<file path="config.mk">
export PLATFORM = sky130hd
export DESIGN_NAME = neg_share_arbiter
export DESIGN_NICKNAME = d
export VERILOG_FILES = /design/src/rtl/neg_share_arbiter.sv
export SDC_FILE = /design/constraint.sdc
export NUM_CORES = 1
export LEC_CHECK = 0
export ABC_AREA = 1
export CAP_MARGIN = 20
export CORE_MARGIN = 2
export CORE_UTILIZATION = 66
export CTS_CLUSTER_DIAMETER = 50
export DETAILED_ROUTE_END_ITERATION = 7
export DONT_BUFFER_PORTS = 1
export GPL_TIMING_DRIVEN = 0
export PLACE_DENSITY_LB_ADDON = 0.12
export SYNTH_ARGS = -nofsm -noshare
export SYNTH_HDL_FRONTEND = slang
export SYNTH_SLANG_ARGS = --single-unit
</file>
<file path="constraint.sdc">
create_clock -name clk -period 5.8 [get_ports clk]
set_input_delay 0.58 -clock clk [delete_from_list [all_inputs] [get_ports clk]]
set_output_delay 0.58 -clock clk [all_outputs]
set_load 0.01 [all_outputs]
</file>
<file path="src/rtl/neg_share_arbiter.sv">
// Round-robin share of one N-bit two's-complement negator among REQ requesters, one registered result slot.
// Latency: operand granted in cycle t appears on rsp_* from cycle t+1; one result per cycle when rsp_ready stays high.
// Backpressure: while a result is held and rsp_ready=0, no grant is issued and rsp_* stay frozen.
module neg_share_arbiter #(
    parameter int N   = 4,
    parameter int REQ = 4,
    parameter int IDW = (REQ > 1) ? $clog2(REQ) : 1
) (
    input  logic               clk,
    input  logic               rst_n,
    input  logic [REQ-1:0]     req_valid,
    input  logic [REQ*N-1:0]   req_data,
    output logic [REQ-1:0]     req_ready,
    output logic               rsp_valid,
    input  logic               rsp_ready,
    output logic [N-1:0]       rsp_data,
    output logic [IDW-1:0]     rsp_id,
    output logic               rsp_ovf
);

    typedef enum logic {
        EMPTY = 1'b0,
        FULL  = 1'b1
    } state_t;

    localparam logic [N-1:0] MOST_NEG = {1'b1, {(N-1){1'b0}}};

    state_t         state_q, state_d;
    logic [IDW-1:0] ptr_q, ptr_d;
    logic [N-1:0]   data_q, data_d;
    logic [IDW-1:0] id_q, id_d;
    logic           ovf_q, ovf_d;

    logic           grant_found;
    logic [IDW-1:0] grant_idx;
    logic [N-1:0]   grant_op;
    logic           accept;

    // Invert-and-add-one as an explicit ripple; the final carry is dropped.
    function automatic logic [N-1:0] negate(input logic [N-1:0] a);
        logic [N-1:0] r;
        logic         c;
        c = 1'b1;
        r = '0;
        for (int b = 0; b < N; b++) begin
            r[b] = (~a[b]) ^ c;
            c    = (~a[b]) & c;
        end
        return r;
    endfunction

    always_comb begin
        int idx;
        grant_found = 1'b0;
        grant_idx   = '0;
        idx         = 0;
        for (int k = 0; k < REQ; k++) begin
            idx = int'(ptr_q) + k;
            if (idx >= REQ) begin
                idx = idx - REQ;
            end
            if (!grant_found && req_valid[idx]) begin
                grant_found = 1'b1;
                grant_idx   = IDW'(idx);
            end
        end
    end

    assign grant_op = req_data[grant_idx*N +: N];
    assign accept   = grant_found && ((state_q == EMPTY) || rsp_ready);

    // Grant is masked during reset so no operand is consumed while flops are held.
    always_comb begin
        req_ready = '0;
        req_ready[grant_idx] = accept && rst_n;
    end

    always_comb begin
        state_d = state_q;
        ptr_d   = ptr_q;
        data_d  = data_q;
        id_d    = id_q;
        ovf_d   = ovf_q;
        if (accept) begin
            state_d = FULL;
            data_d  = negate(grant_op);
            id_d    = grant_idx;
            ovf_d   = (grant_op == MOST_NEG);
            ptr_d   = (grant_idx == IDW'(REQ-1)) ? '0 : grant_idx + IDW'(1);
        end else if ((state_q == FULL) && rsp_ready) begin
            state_d = EMPTY;
        end
    end

    always_ff @(posedge clk or negedge rst_n) begin
        if (!rst_n) begin
            state_q <= EMPTY;
            ptr_q   <= '0;
            data_q  <= '0;
            id_q    <= '0;
            ovf_q   <= 1'b0;
        end else begin
            state_q <= state_d;
            ptr_q   <= ptr_d;
            data_q  <= data_d;
            id_q    <= id_d;
            ovf_q   <= ovf_d;
        end
    end

    assign rsp_valid = (state_q == FULL);
    assign rsp_data  = data_q;
    assign rsp_id    = id_q;
    assign rsp_ovf   = ovf_q;

endmodule

</file>
==> impl_metrics.py, run 1 <==
metrics = {
    "die": {
        "core_region_area_sq_um": 1470,
        "pin_count": 35,
        "die_height_um": 42.9,
        "initial_util_pct": 68.0,
        "die_width_um": 42.9,
        "row_count": 14,
        "floorplan.die_area_sq_um": 1840,
    },
    "routing": {
        "antenna_violating_nets_post_route": 0,
        "number_of_search_and_repair_iterations_in_the_first_detailed_routing_pass": 4,
        "drc": 0,
        "routedWlPerCell_um": 13.0,
        "routed_via_density": 5.53,
        "drt_iter0_drc": 34,
        "finalWirelength_um": 2270,
        "vias_after_detailed_routing": 967,
    },
    "place": {
        "place_worst_setup_slack_ns": 3.27,
        "placedCellCount": 170,
        "dpl.hpwl_um": 1800,
        "buffer_ports.inserted": 0,
        "routabilityCongestion": 0.781,
    },
    "synthesis": {
        "synthesis.nets": 183,
        "netlist_instances": 154,
        "synth.most_common_cell": "sky130_fd_sc_hd__nand2_1",
        "netlist.area_leader.share_pct": 25.0,
        "async_flop_share_pct": 100,
        "number_of_synthesized_flops_with_an_enable_pin": 0,
        "yosys_register_bits": 10,
        "synth.top_cells.by_count": "60 x sky130_fd_sc_hd__nand2_1, 18 x sky130_fd_sc_hd__inv_1, 13 x sky130_fd_sc_hd__nand2_2",
        "avgSynthCellArea_sq_um": 6.50,
        "synthesis.area_sq_um": 1000,
        "yosysWarnings": 0,
        "yosys.cell_types.count": 20,
        "synth_sequential_area_ratio_pct": 25.0,
        "synth_largest_area_cell": "sky130_fd_sc_hd__dfrtp_1",
        "netlist_top_cells_area": "sky130_fd_sc_hd__dfrtp_1 25%, sky130_fd_sc_hd__nand2_1 23%, sky130_fd_sc_hd__nand2_2 8.1%",
        "synth-main-ff-cell": "sky130_fd_sc_hd__dfrtp_1",
    },
    "timing": {
        "final.hold.worst_slack_ns": 0.520,
        "final_critical_path_setup_slack_ns": 3.08,
        "fin_tns_setup_ns": 0,
        "fmaxAchievable_ghz": 0.368,
        "final-max-slew-violation-count": 0,
        "final_hold_viol_count": 0,
        "timing.final.setup_violations": 0,
        "final_period_minus_worst_setup_slack_ns": 2.72,
        "fin_skew_ns": 0.000885,
        "min_period_over_period_pct": 46.9,
        "grt_setup_unrepaired": "no",
        "slew-limit-headroom_pct": 71.1,
        "worst-slew-pin-transition_ns": 0.432,
    },
    "setup_path": {
        "timing.reg2reg.setup_slack_ns": 3.29,
        "cp.arrival_ns": 2.14,
        "ff_to_ff_start": "ptr_q[0]$_DFFE_PN0N_",
        "critical_path.endpoint_type": "output port",
        "cp.required_ns": 5.22,
        "slowest_cell_delay_on_critical_path_ns": 0.39,
        "rr_worst_depth": 18,
        "critPathLaunch": "ptr_q[0]$_DFFE_PN0N_",
        "cp_cell_sequence": "buf_6 > inv_8 > nand2_2 > nand3_1 > nand2_2 > nor2_4 > nand3_1 > nand3_2 > nand2_4 > inv_2 > ha_1 > inv_1 > nor2_1",
        "cp.depth": 13,
        "critical_path.max_fanout": 10,
        "cp.buffers_inverters": 4,
        "cp-endpoint": "req_ready[3]",
        "path_class": "reg -> out",
        "critPathSlowestCell": "sky130_fd_sc_hd__dfrtp_1",
        "crit_path_start_kind": "register",
        "worstReg2RegEnd": "rsp_data[3]$_DFFE_PN0N_",
        "worst_path_dominant_cell_family": "simple AND/OR/NAND/NOR gates",
    },
    "clock_tree": {
        "clk_root_buffer_cell": "sky130_fd_sc_hd__clkbuf_4",
        "clk_path_buf_depth": 2,
        "cts.htree.levels": 1,
        "cts_inserted_buffers": 3,
        "clock_transition_time_at_the_flip_flop_clock_pins_of_the_worst_setup_and_hold_paths_ns": 0.06,
        "worst_skew_pair.late_latency_ns": 0.27,
        "numClockSinks": 10,
        "cts-resized-gates": 0,
        "clock_tree_from_tritoncts": "built",
    },
    "cells_and_area": {
        "syn2layout_area_growth_pct": 6.62,
        "final_net_count": 189,
        "layout.cells.non_filler": 175,
        "antennaDiodeCount": 0,
        "layout-drive-gt1-share_pct": 20.8,
    },
    "global_routing": {
        "vias_in_the_first_global_route": 892,
        "track_usage_pct": 26.8,
        "globalRoute.totalOverflow": 0,
        "largest_net_degree_at_the_start_of_global_routing": 12,
        "first_pass_grt_wire_length_um": 3660,
        "grt_antenna_before_repair": 0,
    },
    "hold_path": {
        "min-delay-start": "rsp_ready",
        "holdCritPathClass": "in -> reg",
    },
    "job": {
        "timing.max_cap.violations": 0,
    },
    "outcome": {
        "run_status": "complete, no violations",
    },
}
layout make-up:
| cell class | instances | area [sq um] |
|---|---|---|
| Buffer | 3 | 33.8 |
| Fill cell | 138 | 404 |
| Inverter | 23 | 93.8 |
| Clock buffer | 4 | 36.3 |
| Tap cell | 16 | 20.0 |
| Multi-Input combinational cell | 118 | 623 |
| Timing Repair Buffer | 1 | 10.0 |
| Sequential cell | 10 | 250 |
per-stage QoR:
| step | instance area [sq um] | util (%) |
|---|---|---|
| after detailed placement | 1020 | 69.4 |
| after CTS | 1070 | 72.5 |
| after global routing | 1070 | 72.5 |
| after floorplan | 1000 | - |
| final | 1070 | 72.5 |
| after global placement | 1020 | 69.4 |
state kept, by name (all words and copies together) (netlist names):
register and cells:
rsp_ovf 1, ptr_q 2, rsp_data 4, rsp_valid 1, rsp_id 2
logic make-up after synthesis:
family          count (synthesis)  share of synthesized area, %
simple gates                  103                          49.6
buf+inv                        26                          12.7
flops                          10                          25.0
compound gates                  9                          5.13
fa+ha+maj                       6                          7.50
layout by cell type, fill, tap and decap left out, types with 2 or more instances in the layout:
master,n
sky130_fd_sc_hd__nor2_1,7
sky130_fd_sc_hd__ha_1,6
sky130_fd_sc_hd__o21ai_0,5
sky130_fd_sc_hd__nand2_1,60
sky130_fd_sc_hd__buf_6,3
sky130_fd_sc_hd__inv_1,18
sky130_fd_sc_hd__clkbuf_4,3
sky130_fd_sc_hd__nand3_2,6
sky130_fd_sc_hd__inv_2,3
sky130_fd_sc_hd__a21oi_1,2
sky130_fd_sc_hd__nand3_1,11
sky130_fd_sc_hd__dfrtp_1,10
sky130_fd_sc_hd__nand4_1,3
sky130_fd_sc_hd__nand2_2,13
layer usage:
layer  up-vias  part of all wire [%]  GRT usage, %
met5         -                     0             0
met4         0                   2.2          14.5
met3         7                   6.3          5.11
met2        39                    51          47.3
met1       432                    41          30.0
li1        489                     -             -
tightest hold or removal path: stages:
cell and delay, ns:
sky130_fd_sc_hd__inv_1 0.02, sky130_fd_sc_hd__nand2_1 0.08, sky130_fd_sc_hd__nand2_1 0.06
how the worst min path moves through the flow:
stage	cells past startpoint	endpoint
final	3	rsp_valid$_DFFE_PN0P_
after global routing	3	rsp_valid$_DFFE_PN0P_
after CTS	3	rsp_valid$_DFFE_PN0P_
after detailed placement	0	rsp_data[1]$_DFFE_PN0N_
after global placement	0	rsp_ovf$_DFFE_PN0N_
after floorplan	0	ptr_q[0]$_DFFE_PN0N_
what timing repair did:
item	4_1_cts	5_1_grt
setup buffers	0	0
endpoints found under the hold margin	10	0
hold buffers	1	0
Power of run 1 is not shown: default switching activity piles up to over one toggle a cycle in this logic, so the estimate is an artifact.
==> inputs of run 2 (changes only) <==
CORE_UTILIZATION = 56   (was 66)
clock period = 2.3 ns   (was 5.8 ns; I/O delays follow)
==> impl_metrics.py, run 2 (synthesized netlist as in run 1, its figures left out) <==
metrics = {
    "outcome": {
        "run_status": "complete, no violations",
    },
    "timing": {
        "worst-slew-pin-transition_ns": 0.445,
        "fin_tns_setup_ns": 0,
        "final_hold_viol_count": 0,
        "final_period_minus_worst_setup_slack_ns": 2.28,
        "fin_skew_ns": 0.00705,
        "slew-limit-headroom_pct": 70.3,
        "fmaxAchievable_ghz": 0.438,
        "grt_setup_unrepaired": "yes",
        "min_period_over_period_pct": 99.2,
        "timing.final.setup_violations": 0,
        "final-max-slew-violation-count": 0,
    },
    "cells_and_area": {
        "final.fill_count": 101,
        "layout-drive-gt1-share_pct": 49.2,
        "largest_register_ffs": 4,
        "layout_commonest_cell": "sky130_fd_sc_hd__nand2_1",
        "layout.cell_area.non_filler_sq_um": 1440,
        "syn2layout_area_growth_pct": 44.2,
        "final_net_count": 210,
        "mostFrequentLayoutCells": "42 x sky130_fd_sc_hd__nand2_1, 23 x sky130_fd_sc_hd__nand2_2, 20 x sky130_fd_sc_hd__buf_4",
        "antennaDiodeCount": 0,
    },
    "setup_path": {
        "cpMostUsedCell": "sky130_fd_sc_hd__nand2_2",
        "critical_path.max_fanout": 6,
        "crit_path_start_kind": "register",
        "slowest_cell_delay_on_critical_path_ns": 0.36,
        "cp_cell_sequence": "buf_6 > clkinv_8 > nand2_4 > nand2_4 > nand2_2 > nand2_2 > nor2_4 > nand3_4 > nand3_4 > buf_6 > nand2_2 > a21oi_2 > a21oi_2 > ha_4 > ha_4 > inv_1 > nand2_1 > nand3_1 > nand2_1",
        "cp.required_ns": 2.45,
        "worstReg2RegEnd": "rsp_data[3]$_DFFE_PN0N_",
        "critPathSlowestCell": "sky130_fd_sc_hd__dfrtp_1",
        "ff_to_ff_start": "ptr_q[0]$_DFFE_PN0N_",
        "worst_path_dominant_cell_family": "simple AND/OR/NAND/NOR gates",
        "critical_path.endpoint_type": "register",
        "cp.buffers_inverters": 4,
        "rr_worst_depth": 19,
        "timing.reg2reg.setup_slack_ns": 0.02,
        "cp.arrival_ns": 2.43,
        "path_class": "reg -> reg",
    },
    "die": {
        "initial_util_pct": 58.6,
        "core_region_area_sq_um": 1710,
        "die_height_um": 46.3,
        "die_width_um": 46.3,
        "row_count": 15,
        "pin_count": 35,
        "floorplan.die_area_sq_um": 2140,
    },
    "global_routing": {
        "grt.busiest_layer": "met2",
        "track_usage_pct": 23.9,
        "first_pass_grt_wire_length_um": 3640,
        "vias_in_the_first_global_route": 924,
        "globalRoute.totalOverflow": 0,
        "gr-usage-met1_pct": 27.3,
        "largest_net_degree_at_the_start_of_global_routing": 11,
        "global_route_met3_usage_pct": 8.63,
        "grt_antenna_before_repair": 0,
        "grt_use_met2_pct": 41.1,
    },
    "clock_tree": {
        "cts.htree.levels": 1,
        "worst_skew_pair.late_latency_ns": 0.26,
        "clk_path_buf_depth": 2,
        "clk_root_buffer_cell": "sky130_fd_sc_hd__clkbuf_4",
        "clock_tree_from_tritoncts": "built",
        "numClockSinks": 10,
        "clock_transition_time_at_the_flip_flop_clock_pins_of_the_worst_setup_and_hold_paths_ns": 0.06,
        "cts_inserted_buffers": 3,
    },
    "routing": {
        "routedWlPerCell_um": 13.5,
        "antenna_violating_nets_post_route": 0,
        "drc": 0,
        "routed_via_density": 5.23,
        "drt_iter0_drc": 20,
        "vias_after_detailed_routing": 1067,
        "finalWirelength_um": 2750,
        "number_of_search_and_repair_iterations_in_the_first_detailed_routing_pass": 4,
    },
    "place": {
        "placed_cell_area_sq_um": 1030,
        "routabilityCongestion": 0.833,
        "dpl.hpwl_um": 1530,
        "buffer_ports.inserted": 0,
    },
    "hold_path": {
        "holdCritPathClass": "in -> reg",
        "min-delay-start": "rsp_ready",
        "worst_min_delay_path_endpoint": "rsp_valid$_DFFE_PN0P_",
        "holdPathStages": 3,
    },
    "job": {
        "timing.max_cap.violations": 0,
    },
}
## run 2: cell count changes in the layout (fill, tap and decap cells not counted), moves of 3 or more
| cell | previous run | this run |
|---|---|---|
| sky130_fd_sc_hd__buf_4 | 0 | 20 |
| sky130_fd_sc_hd__inv_4 | 0 | 3 |
| sky130_fd_sc_hd__nand2_1 | 60 | 42 |
| sky130_fd_sc_hd__nand2_2 | 13 | 23 |
| sky130_fd_sc_hd__nand2_4 | 1 | 9 |
| sky130_fd_sc_hd__nand3_1 | 11 | 7 |
| sky130_fd_sc_hd__nand3_4 | 0 | 5 |
| sky130_fd_sc_hd__nor2_1 | 7 | 3 |
| sky130_fd_sc_hd__o21ai_0 | 5 | 2 |
## run 2: final cells by class
class                   count  area (sq um)  area share (%)
clock buffers               3          22.5            1.56
well taps                  25          31.3            2.17
multi-input cells         118           826            57.2
repair buffers             21           160            11.1
flip-flops and latches     10           251            17.4
repair inverters            1          6.26           0.433
inverters                  23           113            7.80
plain buffers               3          33.8            2.34
## run 2: worst max-delay path by stage
stage / cells past startpoint / to / startpoint
2_1_floorplan: 18 / rsp_data[3]$_DFFE_PN0N_ / ptr_q[0]$_DFFE_PN0N_
3_3_place_gp: 18 / rsp_data[3]$_DFFE_PN0N_ / ptr_q[0]$_DFFE_PN0N_
3_5_place_dp: 18 / rsp_data[3]$_DFFE_PN0N_ / ptr_q[0]$_DFFE_PN0N_
4_1_cts: 16 / rsp_data[3]$_DFFE_PN0N_ / ptr_q[0]$_DFFE_PN0N_
5_1_grt: 19 / rsp_data[3]$_DFFE_PN0N_ / ptr_q[0]$_DFFE_PN0N_
6_report: 19 / rsp_data[3]$_DFFE_PN0N_ / ptr_q[0]$_DFFE_PN0N_
## run 2: worst reg2reg max path, delay by kind of cell (launching register included)
family / cells / cell delay (ns)
compound gates: 2 / 0.18
buf+inv: 4 / 0.42
flops: 1 / 0.36
simple gates: 11 / 0.87
fa+ha+maj: 2 / 0.32
## run 2: repair_timing
item / CTS / global route
endpoints found under the hold margin: 10 / 0
setup endpoints to repair: 3 / 7
pin swaps: 9 / 20
hold buffers: 1 / 0
gates resized for setup: 15 / 47
gates cloned: 3 / 0
buffers inserted: 9 / 9
## run 2: metal layers
metal | part of all wire [%] | up-vias
met5 | 0 | -
li1 | - | 530
met4 | 1.6 | 0
met2 | 52 | 39
met1 | 40 | 494
met3 | 6.0 | 4
## run 2: stage by stage
stage,std cells,setup WS [ns],util [%],hold WS [ns]
finish,204,0.0187,84.5,0.139
global route,204,-0.108,84.5,0.164
CTS,195,0.00571,70.1,0.135
detailed placement,179,-0.102,60.4,-0.0654
global placement,179,-0.0491,60.4,-0.0654
floorplan,154,0.133,-,-0.0656
Power of run 2 is left out for the same reason.
==> inputs of run 3 (changes only) <==
ABC_AREA = unset   (was 1)
CORE_MARGIN = 5   (was 2)
CORE_UTILIZATION = 54   (was 56)
==> impl_metrics.py, run 3 <==
metrics = {
    "timing": {
        "fin_tns_setup_ns": -0.0595,
        "min_period_over_period_pct": 103,
        "timing.final.setup_violations": 1,
        "final_hold_viol_count": 0,
        "final_critical_path_setup_slack_ns": -0.0595,
        "final-max-slew-violation-count": 0,
        "final_period_minus_worst_setup_slack_ns": 2.36,
        "fin_skew_ns": 0.00356,
        "worst-slew-pin-transition_ns": 0.499,
        "slew-limit-headroom_pct": 66.4,
        "grt_setup_unrepaired": "yes",
        "fmaxAchievable_ghz": 0.424,
    },
    "clock_tree": {
        "clk_path_buf_depth": 2,
        "cts.htree.levels": 1,
        "clk_root_buffer_cell": "sky130_fd_sc_hd__clkbuf_4",
        "worst_skew_pair.late_latency_ns": 0.26,
        "clock_tree_from_tritoncts": "built",
        "clock_transition_time_at_the_flip_flop_clock_pins_of_the_worst_setup_and_hold_paths_ns": 0.07,
        "numClockSinks": 10,
        "cts_inserted_buffers": 3,
    },
    "job": {
        "timing.max_cap.violations": 0,
    },
    "routing": {
        "finalWirelength_um": 1920,
        "vias_after_detailed_routing": 703,
        "drc": 0,
        "routed_via_density": 5.86,
        "drt_iter0_drc": 5,
        "number_of_search_and_repair_iterations_in_the_first_detailed_routing_pass": 4,
        "antenna_violating_nets_post_route": 0,
        "routedWlPerCell_um": 16.0,
    },
    "synthesis": {
        "synth_largest_area_cell": "sky130_fd_sc_hd__dfrtp_1",
        "yosys.cell_types.count": 32,
        "synthesis.nets": 120,
        "netlist_instances": 91,
        "synthesis.area_sq_um": 810,
        "yosysWarnings": 0,
        "synth.most_common_cell": "sky130_fd_sc_hd__nand2_1",
        "async_flop_share_pct": 100,
        "synth-main-ff-cell": "sky130_fd_sc_hd__dfrtp_1",
        "yosys_register_bits": 10,
        "synth_sequential_area_ratio_pct": 30.9,
        "avgSynthCellArea_sq_um": 8.90,
        "number_of_synthesized_flops_with_an_enable_pin": 0,
        "netlist_top_cells_area": "sky130_fd_sc_hd__dfrtp_1 31%, sky130_fd_sc_hd__ha_1 9.3%, sky130_fd_sc_hd__mux2i_1 7.4%",
        "netlist.area_leader.share_pct": 30.9,
        "synth.top_cells.by_count": "16 x sky130_fd_sc_hd__nand2_1, 10 x sky130_fd_sc_hd__dfrtp_1, 8 x sky130_fd_sc_hd__o21ai_0",
    },
    "setup_path": {
        "cp.arrival_ns": 2.56,
        "critical_path.endpoint_type": "register",
        "cp.required_ns": 2.50,
        "critical_path.max_fanout": 5,
        "timing.reg2reg.setup_slack_ns": -0.06,
        "worstReg2RegEnd": "rsp_data[3]$_DFFE_PN0N_",
        "rr_worst_depth": 11,
        "ff_to_ff_start": "ptr_q[1]$_DFFE_PN0N_",
        "path_class": "reg -> reg",
        "crit_path_start_kind": "register",
    },
    "outcome": {
        "violations": "negative setup slack",
        "run_status": "finished, violations left",
    },
    "global_routing": {
        "track_usage_pct": 16.9,
        "vias_in_the_first_global_route": 670,
        "grt_antenna_before_repair": 0,
        "globalRoute.totalOverflow": 0,
        "largest_net_degree_at_the_start_of_global_routing": 11,
        "first_pass_grt_wire_length_um": 3150,
    },
    "die": {
        "pin_count": 35,
        "initial_util_pct": 55.0,
        "die_width_um": 48.7,
        "die_height_um": 48.7,
        "floorplan.die_area_sq_um": 2370,
        "row_count": 14,
        "core_region_area_sq_um": 1470,
    },
    "power_and_ir_drop": {
        "share_clk_of_total_power_pct": 13.9,
        "seq_power_share_pct": 28.2,
        "net_sw_power_uw": 444,
        "power_per_cell_area_nw_per_um2": 1090,
        "p_int_uw": 693,
        "p_leak_uw": 0.000510,
        "power_frac_comb_pct": 57.9,
        "ir_drop_v": 0.000768,
        "power.switching_fraction_pct": 39.0,
    },
    "cells_and_area": {
        "mostFrequentLayoutCells": "16 x sky130_fd_sc_hd__nand2_1, 9 x sky130_fd_sc_hd__dfrtp_1, 7 x sky130_fd_sc_hd__o21ai_0",
        "layout.cells.non_filler": 120,
        "layout_commonest_cell": "sky130_fd_sc_hd__nand2_1",
        "syn2layout_area_growth_pct": 29.1,
        "layout-drive-gt1-share_pct": 34.6,
        "largest_register_ffs": 4,
        "antennaDiodeCount": 0,
        "final_net_count": 134,
    },
    "hold_path": {
        "worst_min_delay_path_endpoint": "ptr_q[0]$_DFFE_PN0N_",
        "holdPathStages": 1,
        "min-delay-start": "req_valid[1]",
        "holdCritPathClass": "in -> reg",
    },
    "place": {
        "buffer_ports.inserted": 0,
        "placedCellCount": 107,
        "dpl.hpwl_um": 1440,
        "place_worst_setup_slack_ns": -0.161,
        "routabilityCongestion": 0.715,
    },
}
## run 3: logic make-up (layout without fill, tap and decap cells)
group / count (synthesis) / in the layout / synth area share (%)
multiplexers: 9 / 9 / 11.6
AND/OR/NAND/NOR: 35 / 35 / 23.5
adder cells (fa/ha/maj): 6 / 6 / 9.27
buffers and inverters: 10 / 23 / 6.80
AO/OA/AOI/OAI: 21 / 21 / 17.9
flip-flops: 10 / 10 / 30.9
## run 3: power by group through the flow
stage	clock, uW	combinational (uW)	sequential, uW
final	158	658	320
after global routing	177	735	333
after CTS	164	606	319
after detailed placement	0	520	321
after global placement	0	496	321
after floorplan	0	443	308
## run 3: worst max-delay path by stage
stage / slack (ns) / end / cells after the start / startpoint
4_1_cts: -0.03 / rsp_data[3]$_DFFE_PN0N_ / 13 / ptr_q[1]$_DFFE_PN0N_
2_1_floorplan: -0.009 / rsp_data[3]$_DFFE_PN0N_ / 11 / ptr_q[1]$_DFFE_PN0N_
3_3_place_gp: -0.12 / rsp_data[3]$_DFFE_PN0N_ / 11 / ptr_q[1]$_DFFE_PN0N_
6_report: -0.06 / rsp_data[3]$_DFFE_PN0N_ / 11 / ptr_q[1]$_DFFE_PN0N_
5_1_grt: -0.21 / rsp_data[3]$_DFFE_PN0N_ / 13 / ptr_q[1]$_DFFE_PN0N_
3_5_place_dp: -0.16 / rsp_data[3]$_DFFE_PN0N_ / 10 / ptr_q[0]$_DFFE_PN0N_
## run 3: layout make-up
class / instances / area, sq um
well taps: 16 / 20.0
plain buffers: 4 / 30.0
fillers: 123 / 427
multi-input cells: 71 / 602
repair buffers: 9 / 80.1
inverters: 6 / 25.0
flip-flops and latches: 10 / 251
clock buffers: 4 / 36.3
## run 3: routing by layer
metal | vias up | global-route usage [%] | wire, um
met5 | - | 0 | 0
met4 | 0 | 6.73 | 32
met3 | 4 | 6.13 | 119
met2 | 16 | 27.8 | 962
met1 | 332 | 19.7 | 803
li1 | 351 | - | -
## run 3: critical path: stages (launching register included)
cell and delay, ns:
sky130_fd_sc_hd__dfrtp_1 0.39, sky130_fd_sc_hd__buf_6 0.14, sky130_fd_sc_hd__buf_4 0.13, sky130_fd_sc_hd__a31oi_4 0.20, sky130_fd_sc_hd__nand2_4 0.10, sky130_fd_sc_hd__mux2_4 0.32, sky130_fd_sc_hd__o21ai_4 0.16, sky130_fd_sc_hd__ha_4 0.17
sky130_fd_sc_hd__ha_4 0.12, sky130_fd_sc_hd__inv_2 0.03, sky130_fd_sc_hd__or4_4 0.47, sky130_fd_sc_hd__nand3_2 0.07
## run 3: per-stage QoR
stage | instance area, sq um | util (%) | power, uW | hold slack, ns
floorplan | 878 | - | 751 | -0.0656
global placement | 898 | 61.1 | 817 | -0.0653
detailed placement | 898 | 61.1 | 841 | -0.0654
CTS | 1000 | 68.0 | 1090 | 0.0934
global route | 1040 | 71.0 | 1250 | 0.108
finish | 1040 | 71.0 | 1140 | 0.103
## run 3: repair_timing
item / 4_1_cts / 5_1_grt
cloned: 0 / 1
endpoints found under the setup margin: 1 / 1
hold buffers: 1 / 0
pin swaps: 6 / 4
endpoints found under the hold margin: 10 / 0
buffers inserted: 3 / 4
resized for setup: 3 / 2
No activity file was read; power rests on OpenSTA's default activity.
